[src/rtl/spu_pkg.sv]
// Shared front-end types and constants for the dual-issue SPU.
package spu_pkg;

    localparam int unsigned WORD = 32;

    // Encoding driven on an empty issue slot.
    localparam logic [WORD-1:0] LNOP = 32'h0020_0000;

    typedef enum logic [1:0] {
        StRun,
        StRedirect,
        StHalt
    } fetch_state_t;

    typedef struct packed {
        logic [WORD-1:0] instr;
        logic [WORD-1:0] pc;
    } iq_entry_t;

endpackage

[src/rtl/iq_fifo.sv]
// Circular instruction queue: up to two pushes and two pops per cycle, flushable.
// The caller guarantees pushes never exceed the free slots left after this cycle's pops.
module iq_fifo
    import spu_pkg::*;
#(
    parameter int unsigned Depth = 8
) (
    input  logic                       clk_i,
    input  logic                       reset_i,
    input  logic                       flush_i,
    input  logic [1:0]                 push_i,
    input  iq_entry_t                  push0_i,
    input  iq_entry_t                  push1_i,
    input  logic [1:0]                 pop_i,
    output logic [$clog2(Depth):0]     count_o,
    output iq_entry_t                  head0_o,
    output iq_entry_t                  head1_o
);

    localparam int unsigned PtrW = $clog2(Depth);
    localparam int unsigned CntW = PtrW + 1;

    iq_entry_t       mem_q [Depth];
    logic [PtrW-1:0] head_q;
    logic [PtrW-1:0] tail_q;
    logic [CntW-1:0] count_q;

    // Pointers wrap naturally because Depth is a power of two.
    always_ff @(posedge clk_i) begin
        if (reset_i || flush_i) begin
            head_q  <= '0;
            tail_q  <= '0;
            count_q <= '0;
        end else begin
            head_q  <= head_q + PtrW'(pop_i);
            tail_q  <= tail_q + PtrW'(push_i);
            count_q <= count_q + CntW'(push_i) - CntW'(pop_i);
        end
    end

    // Storage needs no reset; only slots below count are ever presented as valid.
    always_ff @(posedge clk_i) begin
        if (!reset_i && !flush_i) begin
            if (push_i != 2'd0) mem_q[tail_q] <= push0_i;
            if (push_i == 2'd2) mem_q[tail_q + 1'b1] <= push1_i;
        end
    end

    // Expose the two oldest entries.
    always_comb begin
        head0_o = mem_q[head_q];
        head1_o = mem_q[head_q + 1'b1];
    end

    assign count_o = count_q;

endmodule

[src/rtl/fetch_queue_ctrl.sv]
// Dual-issue front end: owns the fetch PC, fills the instruction queue from IMEM,
// presents the two oldest instructions to issue, and handles redirect and halt.
// Codebase bit numbering is MSB-0; here vectors are [N-1:0], so codebase bit 29 of
// an address is bit 2 and codebase fetch_data bits 0..WORD-1 are the upper half.
module fetch_queue_ctrl
    import spu_pkg::*;
#(
    parameter int unsigned Depth     = 8,
    parameter int unsigned ImemBytes = 2048
) (
    input  logic              clk_i,
    input  logic              reset_i,
    input  logic              stop_and_signal_i,
    input  logic              branch_taken_i,
    input  logic [WORD-1:0]   bta_i,
    output logic [WORD-1:0]   fetch_pc_o,
    output logic              fetch_two_o,
    output logic              fetch_en_o,
    input  logic [2*WORD-1:0] fetch_data_i,
    output logic [WORD-1:0]   instr1_o,
    output logic [WORD-1:0]   instr2_o,
    output logic [WORD-1:0]   instr1_pc_o,
    output logic              valid1_o,
    output logic              valid2_o,
    input  logic [1:0]        consume_i,
    output logic              halted_o
);

    localparam int unsigned   CntW     = $clog2(Depth) + 1;
    localparam logic [WORD-1:0] ImemSize = WORD'(ImemBytes);

    fetch_state_t    state_q, state_d;
    logic [WORD-1:0] pc_q, pc_d;

    logic [CntW-1:0] count, cons_req, cons_eff, post_cnt, free_slots, need;
    logic [WORD-1:0] pc_inc, pc_next, bta_target;
    logic            fetch_two, fetch_go, flush, cons_applied;
    logic [1:0]      push, pop;
    iq_entry_t       push0, push1, head0, head1;
    logic            unused_head1_pc;

    assign unused_head1_pc = ^head1.pc;

    // An odd-word PC fetches a single word so the following fetch is 8-byte aligned.
    assign fetch_two  = !pc_q[2];
    assign need       = fetch_two ? CntW'(2) : CntW'(1);
    assign pc_inc     = pc_q + (fetch_two ? WORD'(8) : WORD'(4));
    assign pc_next    = (pc_inc >= ImemSize) ? pc_inc - ImemSize : pc_inc;
    assign bta_target = (bta_i & ~WORD'(3)) % ImemSize;

    // Issue acceptance is clipped to what the queue actually holds.
    assign cons_req   = (consume_i > 2'd2) ? CntW'(2) : CntW'(consume_i);
    assign cons_eff   = (cons_req > count) ? count : cons_req;
    assign post_cnt   = count - cons_eff;
    assign free_slots = CntW'(Depth) - post_cnt;

    // Next-state: branch flushes unless stop arrives in the same cycle; HALT only drains.
    always_comb begin
        state_d      = state_q;
        pc_d         = pc_q;
        flush        = 1'b0;
        push         = 2'd0;
        fetch_go     = 1'b0;
        cons_applied = 1'b0;
        if (!reset_i) begin
            unique case (state_q)
                StRun, StRedirect: begin
                    if (stop_and_signal_i) begin
                        state_d      = StHalt;
                        cons_applied = 1'b1;
                    end else if (branch_taken_i) begin
                        flush   = 1'b1;
                        pc_d    = bta_target;
                        state_d = StRedirect;
                    end else begin
                        cons_applied = 1'b1;
                        if (state_q == StRedirect) begin
                            state_d = StRun;
                        end else if (free_slots >= need) begin
                            fetch_go = 1'b1;
                            push     = fetch_two ? 2'd2 : 2'd1;
                            pc_d     = pc_next;
                        end
                    end
                end
                StHalt: cons_applied = 1'b1;
                default: state_d = StRun;
            endcase
        end
        pop = cons_applied ? 2'(cons_eff) : 2'd0;
    end

    // State and fetch PC registers with synchronous reset.
    always_ff @(posedge clk_i) begin
        if (reset_i) begin
            state_q <= StRun;
            pc_q    <= '0;
        end else begin
            state_q <= state_d;
            pc_q    <= pc_d;
        end
    end

    // Pair each fetched word with its byte address.
    always_comb begin
        push0.instr = fetch_data_i[2*WORD-1:WORD];
        push0.pc    = pc_q;
        push1.instr = fetch_data_i[WORD-1:0];
        push1.pc    = pc_q + WORD'(4);
    end

    iq_fifo #(
        .Depth (Depth)
    ) u_iq_fifo (
        .clk_i   (clk_i),
        .reset_i (reset_i),
        .flush_i (flush),
        .push_i  (push),
        .push0_i (push0),
        .push1_i (push1),
        .pop_i   (pop),
        .count_o (count),
        .head0_o (head0),
        .head1_o (head1)
    );

    // Issue-facing outputs; empty slots carry LNOP.
    always_comb begin
        valid1_o    = !reset_i && (state_q != StRedirect) && (count >= CntW'(1));
        valid2_o    = !reset_i && (state_q != StRedirect) && (count >= CntW'(2));
        instr1_o    = valid1_o ? head0.instr : LNOP;
        instr2_o    = valid2_o ? head1.instr : LNOP;
        instr1_pc_o = head0.pc;
        fetch_pc_o  = pc_q;
        fetch_two_o = fetch_two;
        fetch_en_o  = fetch_go;
        halted_o    = (state_q == StHalt);
    end

    // Issue must never accept more than is queued.
    assert property (@(posedge clk_i) disable iff (reset_i)
        cons_applied |-> (consume_i <= 2'd2 && CntW'(consume_i) <= count))
        else $error("consume exceeds queued count");

endmodule

[config.mk]
export PLATFORM = sky130hd
export DESIGN_NAME = fetch_queue_ctrl
export DESIGN_NICKNAME = d
export VERILOG_FILES = /design/src/rtl/spu_pkg.sv /design/src/rtl/iq_fifo.sv /design/src/rtl/fetch_queue_ctrl.sv
export SDC_FILE = /design/constraint.sdc
export NUM_CORES = 1
export LEC_CHECK = 0
export CAP_MARGIN = 10
export CORE_AREA = 4 4 289 291
export CTS_CLUSTER_DIAMETER = 120
export DETAILED_ROUTE_END_ITERATION = 10
export DIE_AREA = 0 0 293 295
export PLACE_DENSITY = 0.66
export SLEW_MARGIN = 10
export SYNTH_ARGS = -nofsm -noshare
export SYNTH_HDL_FRONTEND = slang
export SYNTH_HIERARCHICAL = 1
export SYNTH_SLANG_ARGS = --single-unit
[constraint.sdc]
create_clock -name clk_i -period 17.8 [get_ports clk_i]
set_clock_uncertainty 0.05 [all_clocks]
set_input_delay 3.56 -clock clk_i [delete_from_list [all_inputs] [get_ports clk_i]]
set_output_delay 3.56 -clock clk_i [all_outputs]
set_load 0.02 [all_outputs]
==> impl_results.rst, run 1 <==
.. list-table::
   :header-rows: 1

   * - Metric
     - Value
   * - Detailed router's first-iteration violation count
     - 1654
   * - Part of the power in registers
     - 37.5%
   * - Number of stages on the worst hold path
     - 1
   * - Fraction of final layout cells with drive strength greater than 1
     - 37.6%
   * - Max FO, Critical Path
     - 22
   * - I/O pin count
     - 235
   * - Layout fillers
     - approximately 7000
   * - Relative slew slack
     - between 10% and 20%
   * - Post-cts resize count
     - 0
   * - Setup repair after global routing missed its margin
     - no
   * - Via count normalized by instance count
     - 5.80
   * - Worst Path Required
     - 14190 ps
   * - Post-DRT Antenna Nets
     - 0
   * - Total number of nets in the final design
     - approximately 2400
   * - Die Height
     - around 300 um
   * - CTS tree
     - yes
   * - Combinational power share
     - 35.5%
   * - Data arrival time of the critical path
     - 8720 ps
   * - Capture point of the worst reg-to-reg path
     - u_iq_fifo/mem_q[4][36]$_DFFE_PP_
   * - Register area
     - ~0.016 mm^2
   * - Clock transition at path regs
     - around 60 ps
   * - Vias
     - 19544
   * - Residual DRC count
     - 0
   * - Slowest CP cell
     - sky130_fd_sc_hd__or3_1
   * - Largest buffer count on any clock path
     - 3
   * - Number of detailed-route iterations in the first pass
     - 8
   * - Cell internal pwr
     - 2.87 mW
   * - Average detailed-routed wire length per instance
     - 27.0 um
   * - Inserted Clock Buffers
     - 59
   * - Number of standard cells after synthesis
     - around 2100
   * - Final routed wirelength across all metal layers
     - between 90000 and 100000 um
   * - Top cell family by delay on the critical path
     - buffers and inverters
   * - Net switching component of the power
     - between 1 and 1.5 mW
   * - Die boundary width
     - around 290 um
   * - Total global routing track utilization
     - 20.8%
   * - Insertion delay to the later sink of the worst-skew pair
     - approximately 620 ps
   * - Worst hold path class
     - flip-flop to flip-flop
   * - Die area
     - 0.0864 mm^2
   * - Post-CTS repair timing setup buffer count
     - 0
   * - Root Buffer Master
     - sky130_fd_sc_hd__clkbuf_16
   * - Result of the run
     - finished, final reports clean
   * - Worst Hold End
     - u_iq_fifo/mem_q[2][27]$_DFFE_PP_
   * - Clk network pwr share
     - a little over a quarter
   * - Total power per unit cell area
     - 116 mW/mm^2
   * - Worst flop-to-flop path startpoint
     - u_iq_fifo/count_o[1]$_SDFF_PP0_
   * - List of cells traversed by the critical path
     - clkdlybuf4s50_1, nand2b_1, ha_1, a211oi_1, o21ai_0, mux2_2, ha_1, inv_1, ha_1, inv_1, fa_1, xor2_1, nand4b_1, nand3b_1, or3_1, clkinv_1, clkdlybuf4s50_1
   * - Setup slack of the critical path after layout
     - 5470 ps
   * - Sum of negative setup slack
     - 0 ps
   * - Max IR drop VDD
     - 0.000122 V
   * - P&R area growth vs syn
     - 15.8%
   * - Minimum clock period after layout
     - 12330 ps
   * - Maximum number of pins on one net before global-route repair
     - 60
   * - Post-synthesis area per instance
     - 15.3 um^2
   * - CP dominant cell by count
     - sky130_fd_sc_hd__ha_1
   * - Kind of end point of the critical path
     - primary output
   * - Area taken by multi-input logic gates
     - 0.0150 mm^2
   * - Max_cap viols
     - 0
   * - Initial Util
     - 39.6%
   * - Register-to-register setup slack
     - between 10000 and 15000 ps
   * - Global-route wire length before repair
     - 135000 um
   * - Worst r2r path cells
     - 19
   * - Row Count
     - 104
   * - Leak pwr
     - between 10 and 15 nW
   * - Final clock period utilization by the worst path
     - between 60% and 70%
   * - Slew @ Worst Pin
     - 1200 ps
   * - Pins Over Slew Limit
     - 0
   * - Cts-stage hold buffer count
     - 0
   * - Buffers added on ports
     - between 200 and 250
   * - Total number of clock tree sinks
     - 554
   * - Worst slack, placed
     - 5570 ps
   * - Initial antenna violation count
     - 1
   * - Buffers and inverters on the worst path
     - 5
   * - CP Launch Type
     - input pin
   * - Setup violation total in the final timing report
     - 0
   * - Switching part of the total power
     - 33.2%
   * - Sum of overflow across all layers after global routing
     - 0
   * - Count of synthesis-stage warnings from yosys
     - 6
   * - Delay of the slowest cell on the worst path
     - 740 ps
   * - Fmax
     - 81.1 MHz
   * - Detail Placement HPWL
     - 52300 um
   * - H-tree Lvls
     - 2
   * - Floorplan Core Area
     - 0.0805 mm^2
   * - Final hold viol count
     - 0
   * - Origin of the worst min-delay path
     - fetch_pc_o[27]$_SDFFE_PP0P_
   * - Vias in the first global route
     - 20831
   * - Post-synthesis cell area
     - 0.0319 mm^2
   * - Weighted congestion reported at the end of routability-driven placement
     - around 0.88
   * - Worst Setup SP
     - consume_i[1]
   * - Category of the critical setup timing path
     - input pin to primary output
   * - Total inserted antenna cells
     - 0
==> power groups by stage <==
| stage | sequential, mW | combinational (mW) | clock (mW) |
|---|---|---|---|
| floorplan | 1.61 | 1.06 | 0 |
| global placement | 1.63 | 1.48 | 0 |
| detailed placement | 1.64 | 1.52 | 0 |
| CTS | 1.61 | 1.53 | 1.19 |
| global route | 1.62 | 1.65 | 1.24 |
| finish | 1.61 | 1.52 | 1.16 |
==> stage by stage <==
| step | cells | hold slack [ps] | cell area (um^2) | util (%) | power [mW] |
|---|---|---|---|---|---|
| floorplan | 2110 | 504 | 32000 | - | 2.67 |
| CTS | 3371 | 564 | 36900 | 45.8 | 4.32 |
| detailed placement | 3262 | 535 | 35100 | 43.6 | 3.15 |
| global placement | 3262 | 516 | 35100 | 43.6 | 3.12 |
| global route | 3371 | 611 | 36900 | 45.8 | 4.51 |
| finish | 3371 | 558 | 36900 | 45.8 | 4.29 |
==> area by class of cell <==
class                   count  area share, %
clock buffers              73           4.25
clock inverters            36          0.627
inverters                  27          0.275
multi-input cells        1364           40.6
flip-flops and latches    554           44.0
well taps                1060           3.59
repair buffers            257           6.64
==> layout by cell type, fill, tap and decap left out, types with 9 or more instances in the layout <==
| cell | n |
|---|---|
| sky130_fd_sc_hd__conb_1 | 34 |
| sky130_fd_sc_hd__dfxtp_1 | 39 |
| sky130_fd_sc_hd__mux2_1 | 98 |
| sky130_fd_sc_hd__clkbuf_1 | 11 |
| sky130_fd_sc_hd__mux4_2 | 192 |
| sky130_fd_sc_hd__nor3_1 | 22 |
| sky130_fd_sc_hd__nand3_1 | 30 |
| sky130_fd_sc_hd__edfxtp_1 | 512 |
| sky130_fd_sc_hd__clkinv_1 | 20 |
| sky130_fd_sc_hd__and2_1 | 72 |
| sky130_fd_sc_hd__buf_4 | 48 |
| sky130_fd_sc_hd__clkinv_2 | 11 |
| sky130_fd_sc_hd__inv_1 | 25 |
| sky130_fd_sc_hd__nand4_1 | 13 |
| sky130_fd_sc_hd__nor4_1 | 14 |
| sky130_fd_sc_hd__clkbuf_16 | 60 |
| sky130_fd_sc_hd__a21oi_1 | 23 |
| sky130_fd_sc_hd__xnor2_1 | 38 |
| sky130_fd_sc_hd__nand2_1 | 50 |
| sky130_fd_sc_hd__ha_1 | 17 |
| sky130_fd_sc_hd__clkdlybuf4s50_1 | 209 |
| sky130_fd_sc_hd__and3_1 | 9 |
| sky130_fd_sc_hd__o21ai_0 | 26 |
| sky130_fd_sc_hd__nor2_1 | 60 |
| sky130_fd_sc_hd__xor2_1 | 23 |
| sky130_fd_sc_hd__mux2_2 | 511 |
==> layer usage <==
metal  GRT usage (%)  up-vias  routed length, um
met5               0        -                  0
met4            4.92        0               2030
met3            2.96      139               4980
met2            37.3      617              47000
met1            26.6    10173              36900
li1                -     8615                  -
==> worst register-to-register path: stages, from the launching register on <==
cell                       delay (ps)
sky130_fd_sc_hd__dfxtp_1          370
sky130_fd_sc_hd__inv_1             90
sky130_fd_sc_hd__ha_1             290
sky130_fd_sc_hd__nor2b_1          130
sky130_fd_sc_hd__o21ai_0          290
sky130_fd_sc_hd__mux2_2           400
sky130_fd_sc_hd__ha_1             190
sky130_fd_sc_hd__inv_1             60
sky130_fd_sc_hd__ha_1             130
sky130_fd_sc_hd__inv_1             40
sky130_fd_sc_hd__fa_1             370
sky130_fd_sc_hd__xor2_1           150
sky130_fd_sc_hd__nand4b_1         170
sky130_fd_sc_hd__nand3b_1         230
sky130_fd_sc_hd__or3_1            750
sky130_fd_sc_hd__nor2_1           470
sky130_fd_sc_hd__nor2_1            90
sky130_fd_sc_hd__or4_1            640
sky130_fd_sc_hd__o21ai_4         1010
sky130_fd_sc_hd__buf_4            900
==> worst max path at each step <==
stage	to	slack (ps)	cells past startpoint
after floorplan	u_iq_fifo/mem_q[0][0]$_DFFE_PP_	5570	19
after global placement	fetch_en_o	5560	17
after detailed placement	fetch_en_o	5570	17
after CTS	fetch_en_o	5550	17
after global routing	fetch_en_o	5070	17
final	fetch_en_o	5470	17
==> state kept, by name, summed over array words and instances, names as in the netlist <==
signal	cells
state_q	2
u_iq_fifo/tail_q	3
fetch_pc_o	30
u_iq_fifo/head_q	3
u_iq_fifo/mem_q	512
u_iq_fifo/count_o	4
(Power assumes the default switching activity.)
==> run 2: changes to the inputs <==
PLACE_DENSITY = 0.68   (was 0.66)
clock period = 11 ns   (was 17.8 ns; I/O delays follow)
==> run 2 against run 1 <==
Net effect: routed wire length barely moved; cell count rose by 0.15%; die area did not move; via count rose by 1.6%; first-iteration DRC count fell by 15%; largest cell class unchanged; critical path depth rose by 1; global-route usage fell by 0.17 points; total power rose by 61%; utilization barely moved.
==> impl_results.rst, run 2 (synthesis gave the netlist of run 1 again) <==
.. list-table::
   :header-rows: 1

   * - Metric
     - Value
   * - Residual DRC count
     - 0
   * - Largest register by flop count
     - u_iq_fifo/mem_q
   * - Fraction of final layout cells with drive strength greater than 1
     - 37.7%
   * - Setup slack of the critical path after layout
     - between 1500 and 2000 ps
   * - Via count normalized by instance count
     - 5.88
   * - Area taken by multi-input logic gates
     - 0.0150 mm^2
   * - Max IR drop VDD
     - 0.000182 V
   * - Worst Setup SP
     - consume_i[1]
   * - Setup repair after global routing missed its margin
     - no
   * - Data arrival time of the critical path
     - 7070 ps
   * - Global-route wire length before repair
     - 135000 um
   * - Flip-flop count of the largest register, all copies and words added
     - 512
   * - Kind of end point of the critical path
     - primary output
   * - Final hold viol count
     - 0
   * - Insertion delay to the later sink of the worst-skew pair
     - 630 ps
   * - H-tree Lvls
     - 2
   * - Relative slew slack
     - between 20% and 30%
   * - Largest buffer count on any clock path
     - 3
   * - Worst r2r path cells
     - 19
   * - Worst flop-to-flop path startpoint
     - u_iq_fifo/count_o[1]$_SDFF_PP0_
   * - Die area
     - 0.0864 mm^2
   * - Origin of the worst min-delay path
     - state_q[1]$_SDFFE_PP0P_
   * - Cell total after placement
     - 3263
   * - Slew @ Worst Pin
     - 1120 ps
   * - Most frequent standard cell in the layout excluding fill and tap cells
     - sky130_fd_sc_hd__edfxtp_1
   * - Worst slack, placed
     - 1700 ps
   * - P&R area growth vs syn
     - 15.9%
   * - Total number of clock tree sinks
     - 554
   * - Maximum number of pins on one net before global-route repair
     - 65
   * - Register area
     - about 0.016 mm^2
   * - Initial Util
     - 39.6%
   * - Initial antenna violation count
     - 2
   * - Weighted congestion reported at the end of routability-driven placement
     - 0.849
   * - Worst Path Required
     - approximately 8800 ps
   * - Average detailed-routed wire length per instance
     - 26.9 um
   * - Die boundary width
     - roughly 290 um
   * - Worst hold path class
     - flip-flop to flip-flop
   * - Post-CTS repair timing setup buffer count
     - 0
   * - Commonest non-fill, non-tap cells in the layout
     - 512 x sky130_fd_sc_hd__edfxtp_1, 511 x sky130_fd_sc_hd__mux2_2, 209 x sky130_fd_sc_hd__clkdlybuf4s50_1, 192 x sky130_fd_sc_hd__mux4_2, 98 x sky130_fd_sc_hd__mux2_1
   * - Total number of nets in the final design
     - 2388
   * - Floorplan Core Area
     - 0.0805 mm^2
   * - Number of stages on the worst hold path
     - 2
   * - Number of detailed-route iterations in the first pass
     - 5
   * - Die Height
     - 295 um
   * - Clock transition at path regs
     - 60 ps
   * - Vias
     - about 20000
   * - Layout fillers
     - around 7000
   * - Leak pwr
     - 12.4 nW
   * - Sum of overflow across all layers after global routing
     - 0
   * - Category of the critical setup timing path
     - input pin to primary output
   * - Post-DRT Antenna Nets
     - 0
   * - Detailed route wirelength on metal3
     - 5680 um
   * - Fmax
     - 107 MHz
   * - Pins Over Slew Limit
     - 0
   * - Total power per unit cell area
     - 187 mW/mm^2
   * - CTS tree
     - yes
   * - Minimum clock period after layout
     - between 9000 and 10000 ps
   * - Inserted Clock Buffers
     - 58
   * - Total global routing track utilization
     - 20.6%
   * - Sum of negative setup slack
     - 0 ps
   * - Buffers added on ports
     - 209
   * - Final clock period utilization by the worst path
     - 84.8%
   * - Root Buffer Master
     - sky130_fd_sc_hd__clkbuf_16
   * - Cts-stage hold buffer count
     - 0
   * - Uppermost metal layer occupied by signal nets
     - met4
   * - Detail Placement HPWL
     - 52900 um
   * - Vias in the first global route
     - 20795
   * - Final std cells w/o fill
     - ~3400
   * - Max FO, Critical Path
     - 22
   * - Max_cap viols
     - 0
   * - I/O pin count
     - 235
   * - CP Launch Type
     - input pin
   * - Result of the run
     - finished, final reports clean
   * - Detailed router's first-iteration violation count
     - 1411
   * - Row Count
     - 104
   * - Met2 layer wire length in the routed design
     - 46000 um
   * - Setup violation total in the final timing report
     - 0
   * - Total routed wire length on the met1 layer
     - around 36000 um
   * - Final routed wirelength across all metal layers
     - ~90000 um
   * - Post-cts resize count
     - 0
==> run 2: cell types whose count changed in the layout (fill, tap and decap cells not counted) <==
| cell | change |
|---|---|
| sky130_fd_sc_hd__clkinv_2 | +1 |
| sky130_fd_sc_hd__inv_6 | +3 |
| sky130_fd_sc_hd__bufinv_16 | +1 |
| sky130_fd_sc_hd__clkinvlp_4 | +1 |
| sky130_fd_sc_hd__clkbuf_1 | +2 |
| sky130_fd_sc_hd__diode_2 | +3 |
| sky130_fd_sc_hd__buf_12 | +2 |
| sky130_fd_sc_hd__buf_4 | -1 |
| sky130_fd_sc_hd__clkinv_4 | -1 |
| sky130_fd_sc_hd__a21o_1 | -1 |
| sky130_fd_sc_hd__clkinv_1 | -2 |
| sky130_fd_sc_hd__clkbuf_16 | -2 |
| sky130_fd_sc_hd__clkbuf_8 | -2 |
| sky130_fd_sc_hd__a21o_2 | +1 |
==> run 2: critical path, stage by stage <==
cell and delay [ps]:
sky130_fd_sc_hd__clkdlybuf4s50_1 550, sky130_fd_sc_hd__nand2b_1 240, sky130_fd_sc_hd__ha_1 290, sky130_fd_sc_hd__a211oi_1 210
sky130_fd_sc_hd__o21ai_0 180, sky130_fd_sc_hd__mux2_2 320, sky130_fd_sc_hd__ha_1 180, sky130_fd_sc_hd__inv_1 60
sky130_fd_sc_hd__ha_1 140, sky130_fd_sc_hd__inv_1 50, sky130_fd_sc_hd__fa_1 380, sky130_fd_sc_hd__xor2_1 140
sky130_fd_sc_hd__nand4b_1 150, sky130_fd_sc_hd__nand3b_1 280, sky130_fd_sc_hd__or3_1 750, sky130_fd_sc_hd__clkinv_1 150
sky130_fd_sc_hd__buf_4 220, sky130_fd_sc_hd__clkdlybuf4s50_1 580
==> run 2: layer usage <==
metal	GRT usage [%]	up-vias
met5	0	-
met4	6.58	0
met3	3.44	178
met2	36.2	755
met1	26.1	10292
li1	-	8624
==> run 2: cell type report <==
class                           count  share of cell area, %
Multi-Input combinational cell   1364                   40.6
Inverter                           27                  0.274
Clock inverter                     39                  0.769
Clock buffer                       71                   4.06
Tap cell                         1060                   3.59
Sequential cell                   554                   43.9
Timing Repair Buffer              258                   6.73
Antenna cell                        3                 0.0203
==> run 2: power by group <==
part | internal, mW | switching [mW]
clock | 1.04 | 0.830
combinational | 1.14 | 1.26
sequential | 2.44 | 0.204
==> run 2: through the flow <==
stage / hold WS, ps / utilization (%) / power [mW] / instance area [um^2]
2_1_floorplan: 504 / - / 4.32 / 32000
3_3_place_gp: 518 / 43.6 / 5.02 / 35100
3_5_place_dp: 544 / 43.6 / 5.08 / 35100
4_1_cts: 559 / 45.8 / 6.97 / 36900
5_1_grt: 570 / 45.8 / 7.29 / 36900
6_report: 559 / 45.8 / 6.92 / 36900
==> run 2: worst paths after layout <==
path / end / slack (ps)
min reg2reg: state_q[1]$_SDFFE_PP0P_ / 560
max: fetch_en_o / 1680
max reg2reg: u_iq_fifo/mem_q[6][57]$_DFFE_PP_ / 4320
min: state_q[1]$_SDFFE_PP0P_ / 560
